`config.mk`:
```
export PLATFORM = sky130hd
export DESIGN_NAME = dsp_mac_slice_flat
export DESIGN_NICKNAME = d
export VERILOG_FILES = /design/src/rtl/dsp_mac_pkg.sv /design/src/rtl/dsp_mac_slice_if.sv /design/src/rtl/dsp_delay_line.sv /design/src/rtl/dsp_mac_slice.sv /design/src/flat_wrapper.sv
export SDC_FILE = /design/constraint.sdc
export NUM_CORES = 2
export LEC_CHECK = 0
export CAP_MARGIN = 30
export CORE_AREA = 2 2 262 264
export DETAILED_ROUTE_END_ITERATION = 6
export DIE_AREA = 0 0 264 266
export PLACE_DENSITY_LB_ADDON = 0.25
export SLEW_MARGIN = 20
export SYNTH_ARGS = -nofsm -noshare
export SYNTH_HDL_FRONTEND = slang
export SYNTH_SLANG_ARGS = --single-unit
```
`constraint.sdc`:
```
create_clock -name clk -period 38.1 [get_ports clk]
set_input_delay 11.43 -clock clk [delete_from_list [all_inputs] [get_ports clk]]
set_output_delay 11.43 -clock clk [all_outputs]
set_load 0.05 [all_outputs]
```
`src/rtl/dsp_mac_pkg.sv`:
```
// dsp_mac_pkg: OPMODE field positions and X/Z mux encodings shared by the MAC slice
package dsp_mac_pkg;
    localparam int OP_X       = 0;
    localparam int OP_Z       = 2;
    localparam int OP_PRE     = 4;
    localparam int OP_CIN     = 5;
    localparam int OP_PRESUB  = 6;
    localparam int OP_POSTSUB = 7;
    typedef enum logic [1:0] {X_ZERO, X_M, X_P, X_DAB} xsel_e;
    typedef enum logic [1:0] {Z_ZERO, Z_PCIN, Z_P, Z_C} zsel_e;
endpackage

```
`src/rtl/dsp_mac_slice_if.sv`:
```
// dsp_mac_slice_if: operand, control and result bundle of the MAC slice
interface dsp_mac_slice_if #(
    parameter int A_WIDTH = 18,
    parameter int B_WIDTH = 18,
    parameter int P_WIDTH = 48
);
    logic                       ce;
    logic [A_WIDTH-1:0]         a;
    logic [B_WIDTH-1:0]         b;
    logic [B_WIDTH-1:0]         bcin;
    logic [B_WIDTH-1:0]         d;
    logic [P_WIDTH-1:0]         c;
    logic [P_WIDTH-1:0]         pcin;
    logic                       carryin;
    logic [7:0]                 opmode;
    logic                       in_valid;
    logic                       in_last;
    logic [A_WIDTH+B_WIDTH-1:0] m;
    logic [P_WIDTH-1:0]         p;
    logic [P_WIDTH-1:0]         pcout;
    logic [B_WIDTH-1:0]         bcout;
    logic                       carryout;
    logic                       carryoutf;
    logic                       out_valid;
    logic                       out_last;
    logic                       overflow;
    logic                       patterndetect;
    modport master (
        output ce, a, b, bcin, d, c, pcin, carryin, opmode, in_valid, in_last,
        input  m, p, pcout, bcout, carryout, carryoutf, out_valid, out_last, overflow, patterndetect
    );
    modport slave (
        input  ce, a, b, bcin, d, c, pcin, carryin, opmode, in_valid, in_last,
        output m, p, pcout, bcout, carryout, carryoutf, out_valid, out_last, overflow, patterndetect
    );
endinterface

```
`src/rtl/dsp_delay_line.sv`:
```
// dsp_delay_line: N-stage register chain with clock enable and async reset; N=0 is a wire
module dsp_delay_line #(
    parameter int W = 1,
    parameter int N = 1
) (
    input  logic         clk,
    input  logic         rst,
    input  logic         ce,
    input  logic [W-1:0] d,
    output logic [W-1:0] q
);
    if (N == 0) begin : g_wire
        assign q = d;
    end else begin : g_regs
        logic [W-1:0] r [N];
        // shift the chain only when enabled so a stall freezes every stage
        always_ff @(posedge clk or posedge rst) begin
            if (rst) begin
                for (int i = 0; i < N; i++) r[i] <= '0;
            end else if (ce) begin
                r[0] <= d;
                for (int i = 1; i < N; i++) r[i] <= r[i-1];
            end
        end
        assign q = r[N-1];
    end
endmodule

```
`src/rtl/dsp_mac_slice.sv`:
```
// dsp_mac_slice: pre-adder, signed multiplier and post-adder/accumulator with frame handling
module dsp_mac_slice
    import dsp_mac_pkg::*;
#(
    parameter int                 A_WIDTH    = 18,
    parameter int                 B_WIDTH    = 18,
    parameter int                 P_WIDTH    = 48,
    parameter int                 IN_REGS    = 1,
    parameter int                 MREG       = 1,
    parameter string              B_INPUT    = "DIRECT",
    parameter string              CARRYINSEL = "OPMODE5",
    parameter int                 SATURATE   = 0,
    parameter logic [P_WIDTH-1:0] PATTERN    = '0,
    parameter logic [P_WIDTH-1:0] MASK       = '1
) (
    input logic            clk,
    input logic            rst,
    dsp_mac_slice_if.slave bus
);
    localparam int M_WIDTH = A_WIDTH + B_WIDTH;
    localparam int S_WIDTH = A_WIDTH + 2 * B_WIDTH + P_WIDTH + 11;
    localparam bit CASC    = B_INPUT == "CASCADE";
    localparam bit CIN_OP  = CARRYINSEL == "OPMODE5";
    localparam bit SAT     = SATURATE != 0;

    logic [A_WIDTH-1:0] a1, a2;
    logic [B_WIDTH-1:0] b1, b2, d1, d2, bb;
    logic [P_WIDTH-1:0] c1, c2;
    logic [7:0]         op1, op2;
    logic               ci1, ci2, v1, v2, l1, l2;
    logic [M_WIDTH-1:0] mc, m2;
    logic [P_WIDTH-1:0] x, z, pn, p;
    logic [P_WIDTH:0]   sum, sw;
    logic               cin, ovf, pd, first, co, ovr, pdr, ov_valid, ov_last;
    xsel_e              xs;
    zsel_e              zs;

    dsp_delay_line #(.W(S_WIDTH), .N(IN_REGS)) u_in (
        .clk(clk), .rst(rst), .ce(bus.ce),
        .d({bus.a, CASC ? bus.bcin : bus.b, bus.d, bus.c, bus.opmode, bus.carryin, bus.in_valid, bus.in_last}),
        .q({a1, b1, d1, c1, op1, ci1, v1, l1})
    );

    // pre-adder wraps at B_WIDTH, then a full-width signed multiply
    always_comb begin
        bb = op1[OP_PRE] ? (op1[OP_PRESUB] ? d1 - b1 : d1 + b1) : b1;
        mc = $signed({{B_WIDTH{a1[A_WIDTH-1]}}, a1}) * $signed({{A_WIDTH{bb[B_WIDTH-1]}}, bb});
    end

    dsp_delay_line #(.W(M_WIDTH + S_WIDTH), .N(MREG)) u_m (
        .clk(clk), .rst(rst), .ce(bus.ce),
        .d({mc, a1, b1, d1, c1, op1, ci1, v1, l1}),
        .q({m2, a2, b2, d2, c2, op2, ci2, v2, l2})
    );

    // post-adder: unsigned P_WIDTH+1 sum for carry/borrow, sign-extended copy for overflow
    always_comb begin
        xs  = xsel_e'(op2[OP_X +: 2]);
        zs  = zsel_e'(op2[OP_Z +: 2]);
        x   = xs == X_M   ? {{(P_WIDTH-M_WIDTH){m2[M_WIDTH-1]}}, m2} :
              xs == X_P   ? (first ? '0 : p) :
              xs == X_DAB ? P_WIDTH'({d2, a2, b2}) : '0;
        z   = zs == Z_PCIN ? bus.pcin :
              zs == Z_P    ? (first ? '0 : p) :
              zs == Z_C    ? c2 : '0;
        cin = CIN_OP ? op2[OP_CIN] : ci2;
        sum = op2[OP_POSTSUB] ? {1'b0, z} - {1'b0, x} - {{P_WIDTH{1'b0}}, cin}
                              : {1'b0, z} + {1'b0, x} + {{P_WIDTH{1'b0}}, cin};
        sw  = op2[OP_POSTSUB] ? {z[P_WIDTH-1], z} - {x[P_WIDTH-1], x} - {{P_WIDTH{1'b0}}, cin}
                              : {z[P_WIDTH-1], z} + {x[P_WIDTH-1], x} + {{P_WIDTH{1'b0}}, cin};
        ovf = SAT && (sw[P_WIDTH] ^ sw[P_WIDTH-1]);
        pn  = ovf ? (sw[P_WIDTH] ? {1'b1, {(P_WIDTH-1){1'b0}}} : {1'b0, {(P_WIDTH-1){1'b1}}})
                  : sum[P_WIDTH-1:0];
        pd  = ((pn ^ PATTERN) & ~MASK) == '0;
    end

    // P stage: results move only on enabled valid beats; LAST re-arms the frame start
    always_ff @(posedge clk or posedge rst) begin
        if (rst) begin
            p        <= '0;
            co       <= 1'b0;
            ovr      <= 1'b0;
            pdr      <= 1'b0;
            ov_valid <= 1'b0;
            ov_last  <= 1'b0;
            first    <= 1'b1;
        end else if (bus.ce) begin
            ov_valid <= v2;
            ov_last  <= v2 & l2;
            if (v2) begin
                p     <= pn;
                co    <= sum[P_WIDTH];
                ovr   <= ovf;
                pdr   <= pd;
                first <= l2;
            end
        end
    end

    assign bus.m             = m2;
    assign bus.bcout         = b1;
    assign bus.p             = p;
    assign bus.pcout         = p;
    assign bus.carryout      = co;
    assign bus.carryoutf     = co;
    assign bus.overflow      = ovr;
    assign bus.patterndetect = pdr;
    assign bus.out_valid     = ov_valid;
    assign bus.out_last      = ov_last;
endmodule

```
`src/flat_wrapper.sv`:
```
// flat-port wrapper written by rule: the top's interface ports become plain ports
module dsp_mac_slice_flat import dsp_mac_pkg::*;
#(
    parameter int                 A_WIDTH    = 18,
    parameter int                 B_WIDTH    = 18,
    parameter int                 P_WIDTH    = 48,
    parameter int                 IN_REGS    = 1,
    parameter int                 MREG       = 1,
    parameter string              B_INPUT    = "      ",
    parameter string              CARRYINSEL = "       ",
    parameter int                 SATURATE   = 0,
    parameter logic [P_WIDTH-1:0] PATTERN    = '0,
    parameter logic [P_WIDTH-1:0] MASK       = '1
)
  (clk, rst, bus_ce, bus_a, bus_b, bus_bcin, bus_d, bus_c, bus_pcin, bus_carryin, bus_opmode, bus_in_valid, bus_in_last, bus_m, bus_p, bus_pcout, bus_bcout, bus_carryout, bus_carryoutf, bus_out_valid, bus_out_last, bus_overflow, bus_patterndetect);
  dsp_mac_slice_if #(.A_WIDTH(A_WIDTH), .B_WIDTH(B_WIDTH), .P_WIDTH(P_WIDTH)) bus_i ();
  input logic clk;
  input logic rst;
  input wire logic [$bits(bus_i.ce)-1:0] bus_ce;
  input wire logic [$bits(bus_i.a)-1:0] bus_a;
  input wire logic [$bits(bus_i.b)-1:0] bus_b;
  input wire logic [$bits(bus_i.bcin)-1:0] bus_bcin;
  input wire logic [$bits(bus_i.d)-1:0] bus_d;
  input wire logic [$bits(bus_i.c)-1:0] bus_c;
  input wire logic [$bits(bus_i.pcin)-1:0] bus_pcin;
  input wire logic [$bits(bus_i.carryin)-1:0] bus_carryin;
  input wire logic [$bits(bus_i.opmode)-1:0] bus_opmode;
  input wire logic [$bits(bus_i.in_valid)-1:0] bus_in_valid;
  input wire logic [$bits(bus_i.in_last)-1:0] bus_in_last;
  output wire logic [$bits(bus_i.m)-1:0] bus_m;
  output wire logic [$bits(bus_i.p)-1:0] bus_p;
  output wire logic [$bits(bus_i.pcout)-1:0] bus_pcout;
  output wire logic [$bits(bus_i.bcout)-1:0] bus_bcout;
  output wire logic [$bits(bus_i.carryout)-1:0] bus_carryout;
  output wire logic [$bits(bus_i.carryoutf)-1:0] bus_carryoutf;
  output wire logic [$bits(bus_i.out_valid)-1:0] bus_out_valid;
  output wire logic [$bits(bus_i.out_last)-1:0] bus_out_last;
  output wire logic [$bits(bus_i.overflow)-1:0] bus_overflow;
  output wire logic [$bits(bus_i.patterndetect)-1:0] bus_patterndetect;
  assign bus_i.ce = bus_ce;
  assign bus_i.a = bus_a;
  assign bus_i.b = bus_b;
  assign bus_i.bcin = bus_bcin;
  assign bus_i.d = bus_d;
  assign bus_i.c = bus_c;
  assign bus_i.pcin = bus_pcin;
  assign bus_i.carryin = bus_carryin;
  assign bus_i.opmode = bus_opmode;
  assign bus_i.in_valid = bus_in_valid;
  assign bus_i.in_last = bus_in_last;
  assign bus_m = bus_i.m;
  assign bus_p = bus_i.p;
  assign bus_pcout = bus_i.pcout;
  assign bus_bcout = bus_i.bcout;
  assign bus_carryout = bus_i.carryout;
  assign bus_carryoutf = bus_i.carryoutf;
  assign bus_out_valid = bus_i.out_valid;
  assign bus_out_last = bus_i.out_last;
  assign bus_overflow = bus_i.overflow;
  assign bus_patterndetect = bus_i.patterndetect;
  dsp_mac_slice #(.A_WIDTH(A_WIDTH), .B_WIDTH(B_WIDTH), .P_WIDTH(P_WIDTH), .IN_REGS(IN_REGS), .MREG(MREG), .B_INPUT(B_INPUT), .CARRYINSEL(CARRYINSEL), .SATURATE(SATURATE), .PATTERN(PATTERN), .MASK(MASK)) u_core (.clk(clk), .rst(rst), .bus(bus_i));
endmodule
```
* Word level (Yosys, flattened, before mapping)
Index checks and enable logic that the tools add are counted.
** Storage, ports and cells
- Memories kept :: 0
- ROM bits :: 0
- Bits in latches :: 0
- Bits of input ports :: 182
- Flip-flop bits (word level) :: 315
- Output and inout port bits :: 156
- Word-level logic and storage cells :: 33
- RAM bits :: 0
** Operators by class
- Bitwise logic cells :: 1
- Shift operators :: 0
- Divide/modulo/power cells :: 0
- $mul :: 1
- Reductions and logical operators :: 1
- Order comparisons :: 0
- Multiplexer cells :: 10
- Add/subtract/negate cells :: 6
- Eq/ne operators :: 6
** Operator list (number)
- two-way mux 48 bit :: 7
- adder 48 x 48 -> 49 bit :: 1
- adder 49 x 1 -> 49 bit :: 1
- two-way mux 49 bit :: 1
- subtractor 48 x 48 -> 49 bit :: 1
- subtractor 49 x 1 -> 49 bit :: 1
- multiplier 18 x 18 -> 36 bit :: 1
- two-way mux 18 bit :: 2
- adder 18 bit :: 1
- subtractor 18 bit :: 1
- == test 2 bit (second input constant) :: 4
- == test 2 x 1 -> 1 bit (second input constant) :: 2
- AND reduction 2 bit :: 1
- AND 1 bit :: 1

* Longest topological paths before layout
- Depth in word-level cells :: 7
- Depth in mapped cells :: 41
- Gate-level depth less buffers :: 41

* Cells and area by module
A second synthesis with hierarchy kept.
** Unflattened totals
- Cell total of the unflattened synthesis :: 3538
- Area total of the unflattened synthesis :: 34474.3 um^2
** By module, submodules not included
- dsp_mac_slice :: cells each 2982, area an instance 24020.5 um^2, sequential area each 1327.5 um^2, times used 1
- dsp_delay_line at u_core.u_m :: cells each 316, area an instance 5962.0 um^2, sequential area each 3728.6 um^2, times used 1
- dsp_delay_line at u_core.u_in :: cells each 240, area an instance 4491.8 um^2, sequential area each 2827.7 um^2, times used 1

* Least setup slack after synthesis
OpenSTA, ideal clock, no wires.
- Path kind :: input -> register
- Start :: input port bus_pcin[0]
- End :: register u_core.co, in the netlist u_core.bus.carryout
- Data arrival time :: 14.824 ns
- Path buffers :: 0
- Required time :: 37.966 ns
- Cell stages on the path :: 16
- Library setup time :: 0.134 ns
- Setup slack :: 23.142 ns
- Path through :: mux2_2 -> a21oi_1 -> fa_1 -> inv_1 -> fa_1 -> a211oi_1 -> o21ai_0 -> a31oi_1 -> o31ai_2 -> a41oi_1 -> a21o_1 -> a21oi_1 -> a21oi_1 -> o21ai_0 -> a2111oi_0 -> nor3_1
** On the way
- Cells in the longest elaborated chain, start to end :: 4
- Elaborated cells on any way between the ends :: 6
- Those cells by class :: add/sub (4); mux (2)
** RTL lines
- start: declaration :: line flat_wrapper.sv:25 : input wire logic [$bits(bus_i.pcin)-1:0] bus_pcin;
- two-way mux 48 bit (*) :: line dsp_mac_slice.sv:63 : z = zs == Z_PCIN ? bus.pcin :
- adder 48 x 48 -> 49 bit or subtractor 48 x 48 -> 49 bit (tied branches) :: line dsp_mac_slice.sv:68, dsp_mac_slice.sv:67
- adder 49 x 1 -> 49 bit or subtractor 49 x 1 -> 49 bit (tied branches) :: line dsp_mac_slice.sv:68, dsp_mac_slice.sv:67
- two-way mux 49 bit (*) :: line dsp_mac_slice.sv:67 : sum = op2[OP_POSTSUB] ? {1'b0, z} - {1'b0, x} - {{P_WIDTH{1'b0}}, cin}
- end signal: assignment :: line dsp_mac_slice.sv:92 : co <= sum[P_WIDTH];
- end: declaration :: line dsp_mac_slice.sv:34 : logic cin, ovf, pd, first, co, ovr, pdr, ov_valid, ov_last;
Every way passes the cells marked *; elsewhere a longest branch is shown, timed or not.
A chain may end at the register's enable or synchronous reset.

* Worst setup path after layout
- Start :: input port bus_pcin[11]
- End :: register u_core.p[47], in the netlist u_core.bus.p[47]
** On the way
- Cells in the longest elaborated chain, start to end :: 4
- Elaborated cells on any way between the ends :: 6
- Those cells by class :: add/sub (4); mux (2)
** RTL lines
- two-way mux 48 bit (*) :: line dsp_mac_slice.sv:63
- adder 48 x 48 -> 49 bit or subtractor 48 x 48 -> 49 bit (tied branches) :: line dsp_mac_slice.sv:68, dsp_mac_slice.sv:67
- adder 49 x 1 -> 49 bit or subtractor 49 x 1 -> 49 bit (tied branches) :: line dsp_mac_slice.sv:68, dsp_mac_slice.sv:67
- two-way mux 49 bit (*) :: line dsp_mac_slice.sv:67
- end signal: assignment :: line dsp_mac_slice.sv:91 : p <= pn;
- end: declaration :: line dsp_mac_slice.sv:32 : logic [P_WIDTH-1:0] x, z, pn, p;
Marked as above.

==> impl_results.md <==
- Result of the run: completed
- Post-synthesis average cell area: 9.27 µm²
- Primary flip-flop cell chosen by synthesis mapping: dfrtp_1
- Via count of the first global-routing pass: 26,129
- # fillers: 6,127
- Number of DRC markers in iteration 0: 1,738
- Sinks on the clock net: 305
- Post-DP HPWL: 73,200 µm
- Worst flop-to-flop path startpoint: u_core.u_in.q[79]$_DFFE_PP0P_
- DRC violation count after routing: 0
- Final period utilization: 42.0%
- Clock buffer depth: 3
- Number of gates resized after cts: 0
- Routed via count divided by cell count: 5.55
- Fraction of synthesized cell area taken by the top area cell type: 22.8%
- Share of flip-flops with an asynchronous set or reset: 100%
- Critical Path End: u_core.bus.p[47]$_DFFE_PP0P_
- FF+latch count, synth: 305
- Detailed-router iteration count before antenna repair: 7
- Global-route usage over all layers: 27.1%
- Number of enable flip-flop cells after synthesis: 0
- Kind of path behind the tightest hold check: flop to flop
- Proportion of synthesized chip area in sequential cells: 22.9%
- Number of levels in the clock H-tree: 2
- Number of cell instances on the worst register-to-register path: 39
- Worst-path maximum fanout: 8
- Wire length of the first global-routing pass: 148,000 µm
- Clock edge transition at the registers on the reported setup and hold paths: 60 ps
- Source-to-sink clock delay at the later pin of the worst-skew pair: 580 ps
- Min setup slack post-route: 22,100 ps
- Reg-to-reg endpoint: u_core.u_m.q[148]$_DFFE_PP0P_
- Master cell of the clock root buffer: clkbuf_16
- Avg WL per Cell: 20.1 µm
- Crit path DAT: 16,440 ps
- Endpoints failing hold: 0
- Type of origin of the critical path: input pin
- Total of warnings raised by yosys: 0
- Count of mapped cells out of synthesis: 3,599
- Number of inserted diodes: 0
- Buffer count from post-CTS setup fixing: 0
- Number of max-slew violations in the final report: 0
- I/O pin count: 338
- Worst setup EP type: flop
- CTS tree: built
- Area occupied by registers: 7640 µm²
- Fin nets: 4,537
- Die height: 266 µm
- Vias: 25,989
- Count of maximum capacitance violations: 0
- Maximum clock rate: 0.0625 GHz
- Worst endpoint required time: 38,550 ps
- CP Class: input pin to flop
- Placed standard-cell area: 36,900 µm²
- Count of port buffers added during placement: 317
- Minimum clock period: 16,000 ps
- Worst slew slack as a fraction of its limit: 32.5%
- RSZ-0062 raised after global routing: false
- Count of final setup violators: 0
- Total standard cell area after synthesis: 33,400 µm²
- Residual overflow from global routing: 0
- Cell types with the largest area share after synthesis: dfrtp_1, fa_1, mux2_2
- Die W: 264 µm
- Post-synthesis cell type with the largest combined area: dfrtp_1
- Post-placement worst setup slack: 21,630 ps
- Combined area of the multi-input logic cells: 22,900 µm²
- Initial standard-cell utilization of the core: 49.3%
- Post-route ant nets: 0
- Unique cell type count in the Yosys netlist: 79
- Clock Skew: 27.3 ps
- Accumulated negative setup slack: 0 ps
- Post-route standard cell area excluding fillers: 38,400 µm²
- Critical Path Start: bus_pcin[11]
- Maximum number of pins on one net before global-route repair: 120
- Transition time at the pin with the least slew margin: 1010 ps
- Min Hold Slack: 477 ps
- GPL Wtd Cong: 0.954
- Area of the core region: 67,700 µm²
- Layout cells sized above 1: 12.2%
- Setup slack of the worst register-to-register path: 27,590 ps
- Number of buffers added to fix hold violations after cts: 0
- Total wire length after detailed routing: 94,200 µm
- Number of antenna violations at the first check in global routing: 5
- Total CTS buffers: 39
- Number of placement rows: 96
- Total Die Area: 70,200 µm²
- Area added between synthesis and finish: 15.0%
- Synthesized netlist net count: 4,365
[cell usage in the layout (no fill, tap or decap), types with 25 or more instances in the layout]
cell / instances
fa_1: 335
a21o_1: 83
inv_1: 494
ha_1: 249
nor2b_1: 48
dfrtp_1: 299
clkbuf_16: 39
and2_1: 105
a21oi_1: 149
nand2_1: 487
o21ai_0: 196
a31oi_1: 25
xnor2_1: 105
clkdlybuf4s50_1: 316
mux2_2: 329
nand2b_1: 27
xor2_1: 39
nor3_1: 26
nor2_1: 116
[area by class of cell]
cell class | count | area share [%]
clock buffers | 48 | 2.68
multi-input cells | 2585 | 59.8
repair buffers | 344 | 8.89
well taps | 882 | 2.88
clock inverters | 22 | 0.955
inverters | 496 | 4.87
flip-flops and latches | 305 | 19.9
[cells by family (layout without fill, tap and decap cells)]
family / after synthesis / after routing / synth area share (%)
other: 1 / 1 / 0.0112
buffers and inverters: 709 / 910 / 8.57
adder cells (fa/ha/maj): 584 / 584 / 29.4
AND/OR/NAND/NOR: 912 / 912 / 12.6
multiplexers: 352 / 352 / 11.8
AO/OA/AOI/OAI: 591 / 591 / 10.9
XOR/XNOR: 145 / 145 / 3.83
flip-flops: 305 / 305 / 22.9
[synth_stat cells, types with 4 or more instances]
master     instances
nor3b_1            4
mux2i_1           23
nor3_1            26
or2_2              8
a211o_1            4
inv_1            495
xnor2_1          105
a21o_1            83
nand2_1          488
o211ai_1          13
nor4b_1            4
a21oi_1          149
a21boi_0           4
buf_1             19
and4_1             4
dfrtp_1          304
and2_1           105
mux2_2           329
and3_1            17
nor4_1             5
nand4_1           15
ha_1             249
nand2b_1          27
buf_4             50
o21bai_1          12
a31oi_1           25
nor2_1           116
fa_1             335
o21ai_1            5
xor2_1            39
a22oi_1            7
a2111oi_0          4
a211oi_1          10
or3_1             10
o31ai_1           10
nand3_1           24
clkbuf_1         140
o21a_1            18
nor2b_1           50
o21ai_0          196
o221ai_1           4
[flip-flops by register name, summed over array words and instances, names as in the netlist]
signal                    count
u_core.bus.out_valid          1
u_core.bus.patterndetect      1
u_core.u_in.q               112
u_core.first                  1
u_core.u_m.q                140
u_core.bus.out_last           1
u_core.bus.carryout           1
u_core.bus.p                 48
[worst max-delay path, cell delays in order]
cell             delay [ps]
clkdlybuf4s50_1         390
mux2_2                  300
nand2_1                  80
o21ai_0                 130
ha_1                    510
ha_1                    340
a21o_1                  250
a21oi_1                 220
nor2_1                   70
a2111oi_1               630
a41oi_1                 430
o21ai_0                 700
o221ai_1                340
a31oi_1                 280
xnor2_1                  90
a22oi_1                 150
o21ai_0                 110
[layer usage]
| layer | GRT usage [%] | share of wire [%] | routed length (µm) |
|---|---|---|---|
| met3 | 4.35 | 6.6 | 6190 |
| met1 | 37.2 | 44 | 41300 |
| met5 | 0 | 0.035 | 33 |
| met4 | 10.5 | 4.1 | 3820 |
| met2 | 43.2 | 45 | 42800 |
[per-stage QoR]
stage,instances,util (%)
global placement,4609,54.5
CTS,4679,56.6
floorplan,3599,-
finish,4682,56.6
global route,4682,56.6
detailed placement,4609,54.5
[worst min path at each step]
stage | from | endpoint | slack (ps) | cells past startpoint
after floorplan | u_core.u_m.q[0]$_DFFE_PP0P_ | u_core.first$_DFFE_PP1P_ | 450 | 2
after CTS | u_core.u_in.q[31]$_DFFE_PP0P_ | u_core.u_m.q[31]$_DFFE_PP0P_ | 480 | 1
final | u_core.bus.patterndetect$_DFFE_PP0P_ | u_core.bus.patterndetect$_DFFE_PP0P_ | 480 | 1
after detailed placement | u_core.bus.patterndetect$_DFFE_PP0P_ | u_core.bus.patterndetect$_DFFE_PP0P_ | 450 | 1
after global placement | u_core.bus.patterndetect$_DFFE_PP0P_ | u_core.bus.patterndetect$_DFFE_PP0P_ | 460 | 1
after global routing | u_core.u_m.q[95]$_DFFE_PP0P_ | u_core.u_m.q[95]$_DFFE_PP0P_ | 510 | 1
Power is not shown: default switching activity piles up to over one toggle a cycle in this logic, so the estimate is an artifact.
